--- config.mk ---
export PLATFORM = sky130hd
export DESIGN_NAME = cic_rate_ctrl
export DESIGN_NICKNAME = d
export VERILOG_FILES = /design/src/rtl/cic_pkg.sv /design/src/rtl/cic_down_counter.sv /design/src/rtl/cic_rate_ctrl.sv
export SDC_FILE = /design/constraint.sdc
export NUM_CORES = 1
export LEC_CHECK = 0
export CAP_MARGIN = 15
export CORE_MARGIN = 1.5
export CORE_UTILIZATION = 40
export DETAILED_ROUTE_END_ITERATION = 7
export GPL_ROUTABILITY_DRIVEN = 0
export HOLD_SLACK_MARGIN = 0.15
export PLACE_DENSITY = 0.72
export SKIP_LAST_GASP = 1
export SYNTH_ARGS = -nofsm -noshare
export SYNTH_HDL_FRONTEND = slang
export SYNTH_SLANG_ARGS = --single-unit
--- constraint.sdc ---
create_clock -name clk -period 4.67 [get_ports clk]
set_input_delay 0.934 -clock clk [delete_from_list [all_inputs] [get_ports clk]]
set_output_delay 0.934 -clock clk [all_outputs]
set_load 0.02 [all_outputs]
--- src/rtl/cic_pkg.sv ---
// Shared types and helpers for the CIC rate-change controller.
package cic_pkg;

    // Rate words are widened to this before range checks so any RATE_DW up to 64 compares cleanly.
    localparam int unsigned RateCmpW = 64;

    typedef enum logic [2:0] {
        StInit,
        StRun,
        StDrain,
        StApply,
        StSettle
    } cic_rate_ctrl_state_t;

    function automatic logic rate_in_range(input logic [RateCmpW-1:0] r,
                                           input logic [RateCmpW-1:0] cic_r);
        return (r != '0) && (r <= cic_r);
    endfunction

endpackage

--- src/rtl/cic_down_counter.sv ---
// Loadable down-counter that saturates at zero; flags zero and the final count.
module cic_down_counter #(
    parameter int unsigned WIDTH = 4
) (
    input  logic             clk,
    input  logic             reset_n,
    input  logic             load,
    input  logic [WIDTH-1:0] load_value,
    input  logic             dec,
    output logic             zero,
    output logic             last
);

    logic [WIDTH-1:0] count_q;

    always_ff @(posedge clk or negedge reset_n) begin
        if (!reset_n) begin
            count_q <= '0;
        end else if (load) begin
            count_q <= load_value;
        end else if (dec && (count_q != '0)) begin
            count_q <= count_q - 1'b1;
        end
    end

    assign zero = (count_q == '0);
    assign last = (count_q == WIDTH'(1));

endmodule

--- src/rtl/cic_rate_ctrl.sv ---
// Run-time decimation-rate controller: validates requests, drains the integrators,
// issues the rate update, then masks filter output until the combs have settled.
module cic_rate_ctrl
    import cic_pkg::*;
#(
    parameter int unsigned RATE_DW      = 32,
    parameter int unsigned OUT_DW       = 32,
    parameter int unsigned CIC_R        = 10,
    parameter int unsigned CIC_N        = 7,
    parameter int unsigned CIC_M        = 1,
    parameter int unsigned DRAIN_CYCLES = 8
) (
    input  logic               clk,
    input  logic               reset_n,
    input  logic [RATE_DW-1:0] s_axis_cfg_tdata,
    input  logic               s_axis_cfg_tvalid,
    output logic               s_axis_cfg_tready,
    output logic               s_axis_in_tready,
    output logic [RATE_DW-1:0] cic_rate_tdata,
    output logic               cic_rate_tvalid,
    input  logic [OUT_DW-1:0]  cic_out_tdata,
    input  logic               cic_out_tvalid,
    output logic [OUT_DW-1:0]  m_axis_out_tdata,
    output logic               m_axis_out_tvalid,
    output logic [RATE_DW-1:0] current_rate,
    output logic               cfg_error
);

    localparam int unsigned DrainW  = $clog2(DRAIN_CYCLES + 1);
    localparam int unsigned SettleW = $clog2(CIC_N * CIC_M + 1);

    cic_rate_ctrl_state_t state_q, state_d;

    logic [RATE_DW-1:0] pending_q;
    logic [RATE_DW-1:0] current_rate_q;
    logic               cfg_error_q;
    logic [OUT_DW-1:0]  out_data_q;
    logic               out_valid_q;

    logic cfg_tready, in_tready, rate_tvalid, mask;
    logic cfg_hs, req_ok, req_new, req_bad;
    logic drain_zero, drain_last, settle_zero, settle_last;

    assign cfg_hs  = s_axis_cfg_tvalid && cfg_tready;
    assign req_ok  = rate_in_range(RateCmpW'(s_axis_cfg_tdata), RateCmpW'(CIC_R));
    assign req_new = cfg_hs && req_ok && (s_axis_cfg_tdata != current_rate_q);
    assign req_bad = cfg_hs && !req_ok;

    cic_down_counter #(
        .WIDTH (DrainW)
    ) u_drain_cnt (
        .clk        (clk),
        .reset_n    (reset_n),
        .load       (req_new),
        .load_value (DrainW'(DRAIN_CYCLES)),
        .dec        (state_q == StDrain),
        .zero       (drain_zero),
        .last       (drain_last)
    );

    cic_down_counter #(
        .WIDTH (SettleW)
    ) u_settle_cnt (
        .clk        (clk),
        .reset_n    (reset_n),
        .load       (state_q == StApply),
        .load_value (SettleW'(CIC_N * CIC_M)),
        .dec        ((state_q == StSettle) && cic_out_tvalid),
        .zero       (settle_zero),
        .last       (settle_last)
    );

    always_ff @(posedge clk or negedge reset_n) begin
        if (!reset_n) begin
            state_q <= StInit;
        end else begin
            state_q <= state_d;
        end
    end

    always_comb begin
        state_d = state_q;
        unique case (state_q)
            StInit:   state_d = StRun;
            StRun:    if (req_new) state_d = StDrain;
            StDrain:  if (drain_last || drain_zero) state_d = StApply;
            StApply:  state_d = StSettle;
            StSettle: if (settle_zero || (cic_out_tvalid && settle_last)) state_d = StRun;
            default:  state_d = StInit;
        endcase
    end

    always_comb begin
        cfg_tready  = 1'b0;
        in_tready   = 1'b0;
        rate_tvalid = 1'b0;
        mask        = 1'b0;
        unique case (state_q)
            StRun: begin
                cfg_tready = 1'b1;
                in_tready  = 1'b1;
            end
            StApply:  rate_tvalid = 1'b1;
            StSettle: begin
                in_tready = 1'b1;
                mask      = 1'b1;
            end
            default: ;
        endcase
    end

    always_ff @(posedge clk or negedge reset_n) begin
        if (!reset_n) begin
            pending_q      <= RATE_DW'(CIC_R);
            current_rate_q <= RATE_DW'(CIC_R);
            cfg_error_q    <= 1'b0;
        end else begin
            cfg_error_q <= req_bad;
            if (req_new) begin
                pending_q <= s_axis_cfg_tdata;
            end
            if (state_q == StApply) begin
                current_rate_q <= pending_q;
            end
        end
    end

    // Samples leaving the filter while the combs still hold old-rate history are dropped.
    always_ff @(posedge clk or negedge reset_n) begin
        if (!reset_n) begin
            out_data_q  <= '0;
            out_valid_q <= 1'b0;
        end else if (cic_out_tvalid && !mask) begin
            out_data_q  <= cic_out_tdata;
            out_valid_q <= 1'b1;
        end else begin
            out_valid_q <= 1'b0;
        end
    end

    assign s_axis_cfg_tready = cfg_tready;
    assign s_axis_in_tready  = in_tready;
    assign cic_rate_tdata    = pending_q;
    assign cic_rate_tvalid   = rate_tvalid;
    assign m_axis_out_tdata  = out_data_q;
    assign m_axis_out_tvalid = out_valid_q;
    assign current_rate      = current_rate_q;
    assign cfg_error         = cfg_error_q;

endmodule
==> results by group <==
Run status
  – Outcome: complete, no violations

Clocking
  – Cts bufs inserted: 9
  – Bufs on Longest Clock Path: 2
  – Clock sinks: 108
  – Clock slew at reported path FFs: 0.07 ns
  – Clock root cell: clkbuf_16
  – Post-CTS Setup Bufs: 0
  – Clk_lat worst skew: 0.34 ns
  – Hold_buf cts: 0
  – PostCTS Resize Cnt: 0
  – CTS tree: built
  – Htree depth: 3

STA
  – Worst Max-Slew Pin Slew: 0.841 ns
  – Worst setup margin: 1.41 ns
  – TNS Setup: 0 ns
  – Fmax: 0.306 GHz
  – Relative slew slack: 43.2%
  – Crit path time final: 3.26 ns
  – RSZ-0062 raised after global routing: false
  – Endpoints failing setup: 0
  – Fin. Hold Viols: 0
  – Clock Skew: 0.0115 ns
  – Final max-slew violation count: 0
  – Hold WS: 0.472 ns
  – Final Cycle Share: 69.9%

Finish
  – Post-layout util: 60.6%
  – Fill cells: 911
  – Share of layout cells above drive strength 1: 11.7%
  – Antenna cell count: 0
  – Nets: 632
  – Most frequent cells in the layout: clkdlybuf4s50_1 (167), nand2_1 (111), dfrtp_1 (104), xor2_1 (33), mux2_2 (32)
  – Synth-to-layout area growth: 46.9%
  – Commonest non-fill, non-tap cell in the layout: clkdlybuf4s50_1

Critical path
  – Crit path to: cic_rate_tvalid
  – Max incr delay on CP: 0.71 ns
  – R2r worst-path depth: 6
  – Crit path kind: reg -> out
  – Critical Path Most Common Cell: buf_4
  – Worst Path Arrival: 2.33 ns
  – Crit Path Max Fanout: 37
  – Worst r2r src: current_rate[25]$_DFFE_PN0P_
  – Setup slack, reg-to-reg: 2.27 ns
  – CP Launch Point: state_q[2]$_DFFE_PN0P_
  – CP endpoint kind: output pin
  – Slowest stage cell, crit path: clkdlybuf4s50_1
  – Crit-path cells: nand3b_1 > buf_4 > inv_1 > buf_4 > clkdlybuf4s50_1
  – Crit start category: register
  – R2r endpoint: cic_rate_tdata[2]$_DFFE_PN0P_
  – Worst EP required: 3.74 ns

Floorplan
  – Core Rows: 38
  – Overall die height: 109 um
  – Ports: 169
  – Full die area: 11900 um2
  – Starting Density: 41.2%
  – Die Wd: 109 um
  – Core area: 10900 um2

Synth
  – Netlist cell types: 31
  – Yosys reg bits: 108
  – Post-synth top area share: 57.7%
  – Synth area leader: dfrtp_1
  – Cell Area, Synth: 4510 um2
  – Avg Cell Area, Syn: 11.7 um2
  – Mapped Cells: 386
  – Synth warn: 0
  – Register area share after synthesis: 60.1%
  – Syn Nets: 460
  – Synth area leaders: dfrtp_1 (58%), nand2_1 (9.2%), mux2_2 (8.0%)

Drt
  – Routed Antenna Nets: 0
  – Residual DRC count: 0
  – Routed WL per cell: 16.8 um
  – Vias per cell: 4.95
  – Final wirelength: 11800 um
  – DRT Pass-1 Iters: 4
  – DR vias: 3482
  – Starting DRT DRC Count: 203

Pwr
  – Sw power: 0.483 mW
  – Comb power frac: 12.0%
  – PnR Total Power: 1.95 mW
  – Leakage power: 3.09 nW
  – P_int: 1.47 mW
  – Switching share of power: 24.7%
  – PD cells: 295 nW/um2
  – Clock power frac: 37.9%
  – Peak supply drop: 0.171 mV
  – Sequential share of power: 50.0%

GRT
  – Initial antenna violation count: 0
  – First-pass GRT wire length: 18300 um
  – Total grt overflow: 0
  – Tot GR Track Use: 20.4%
  – Vias in the first global route: 3538
  – Largest net degree at the start of global routing: 66

Placement
  – DP Wirelength: 8850 um
  – Port bufs: 168
  – Pre-CTS WS: 1.23 ns

Min path
  – Hold Path Cell Cnt: 2
  – Min-Delay Path Class: reg -> reg

Flow run
  – Max Cap Viol: 0
==> worst min-delay path by stage <==
stage / start / endpoint / slack [ns]
floorplan: u_settle_cnt.count_q[1]$_DFFE_PN0P_ / u_settle_cnt.count_q[1]$_DFFE_PN0P_ / 0.48
detailed placement: cic_rate_tdata[1]$_DFFE_PN1P_ / current_rate[1]$_DFFE_PN1P_ / 0.46
global route: cic_rate_tdata[1]$_DFFE_PN1P_ / current_rate[1]$_DFFE_PN1P_ / 0.50
CTS: cic_rate_tdata[1]$_DFFE_PN1P_ / current_rate[1]$_DFFE_PN1P_ / 0.47
global placement: cic_rate_tdata[1]$_DFFE_PN1P_ / current_rate[1]$_DFFE_PN1P_ / 0.45
finish: cic_rate_tdata[1]$_DFFE_PN1P_ / current_rate[1]$_DFFE_PN1P_ / 0.47
==> per-layer routing <==
layer	part of all wire (%)	GRT usage, %	vias to the layer above
li1	-	-	1609
met5	0	0	-
met1	42	26.3	1691
met3	8.2	6.16	29
met2	47	31.4	153
met4	2.9	9.59	0
==> metrics by stage <==
stage	cells	instance area (um2)
after floorplan	386	4510
after global placement	687	6330
after detailed placement	687	6330
after CTS	703	6620
after global routing	703	6620
final	703	6620
==> Yosys cell counts <==
| cell type | number |
|---|---|
| nor4_1 | 15 |
| buf_6 | 3 |
| dfstp_2 | 4 |
| nand4_1 | 3 |
| buf_1 | 1 |
| and2_1 | 30 |
| a21oi_1 | 2 |
| o211ai_1 | 2 |
| nor3b_1 | 1 |
| nor3_1 | 1 |
| mux2_4 | 4 |
| mux2_2 | 32 |
| buf_2 | 3 |
| o211a_1 | 1 |
| o2111ai_2 | 1 |
| xor2_1 | 33 |
| nand3_1 | 1 |
| nand2b_1 | 1 |
| nor2_1 | 3 |
| inv_1 | 7 |
| o41ai_1 | 1 |
| a221o_1 | 1 |
| a21o_1 | 2 |
| xnor2_1 | 3 |
| nand3b_1 | 1 |
| ha_1 | 6 |
| or3b_2 | 2 |
| dfrtp_1 | 104 |
| clkbuf_1 | 6 |
| a2111oi_4 | 1 |
| nand2_1 | 111 |
==> state kept, by name (all words and copies together), names as in the netlist <==
signal / flops
current_rate: 32
cfg_error: 1
cic_rate_tdata: 32
u_drain_cnt.count_q: 4
m_axis_out_tvalid: 1
u_settle_cnt.count_q: 3
m_axis_out_tdata: 32
state_q: 3
==> critical path, delay by kind of cell, from the launching register on <==
family        cells  cell delay, ns
flops             1            0.41
buf+inv           4            1.41
simple gates      1            0.16
==> power groups by stage <==
stage | registers, mW | logic [mW] | clock network (mW)
2_1_floorplan | 1.03 | 0.0461 | 0
3_5_place_dp | 0.996 | 0.237 | 0
6_report | 0.978 | 0.235 | 0.741
4_1_cts | 0.978 | 0.239 | 0.756
3_3_place_gp | 0.994 | 0.235 | 0
5_1_grt | 0.981 | 0.250 | 0.793
==> cells by family after synthesis <==
group                    Yosys count  share of synthesized area [%]
adder cells (fa/ha/maj)            6                           1.67
XOR/XNOR                          36                           6.99
buffers and inverters             20                           2.25
flip-flops                       108                           60.1
AND/OR/NAND/NOR                  169                           17.2
AO/OA/AOI/OAI                     11                           2.47
multiplexers                      36                           9.33
==> cell type report <==
cell class | instances | area, um2 | share of cell area [%]
multi-input combinational | 258 | 1700 | 25.7
clock inverter | 6 | 62.6 | 0.944
sequential | 108 | 2710 | 40.9
tap | 140 | 175 | 2.64
inverter | 7 | 26.3 | 0.397
clock buffer | 10 | 229 | 3.46
timing repair buffer | 174 | 1720 | 26.0
No activity file was read; power rests on OpenSTA's default activity.
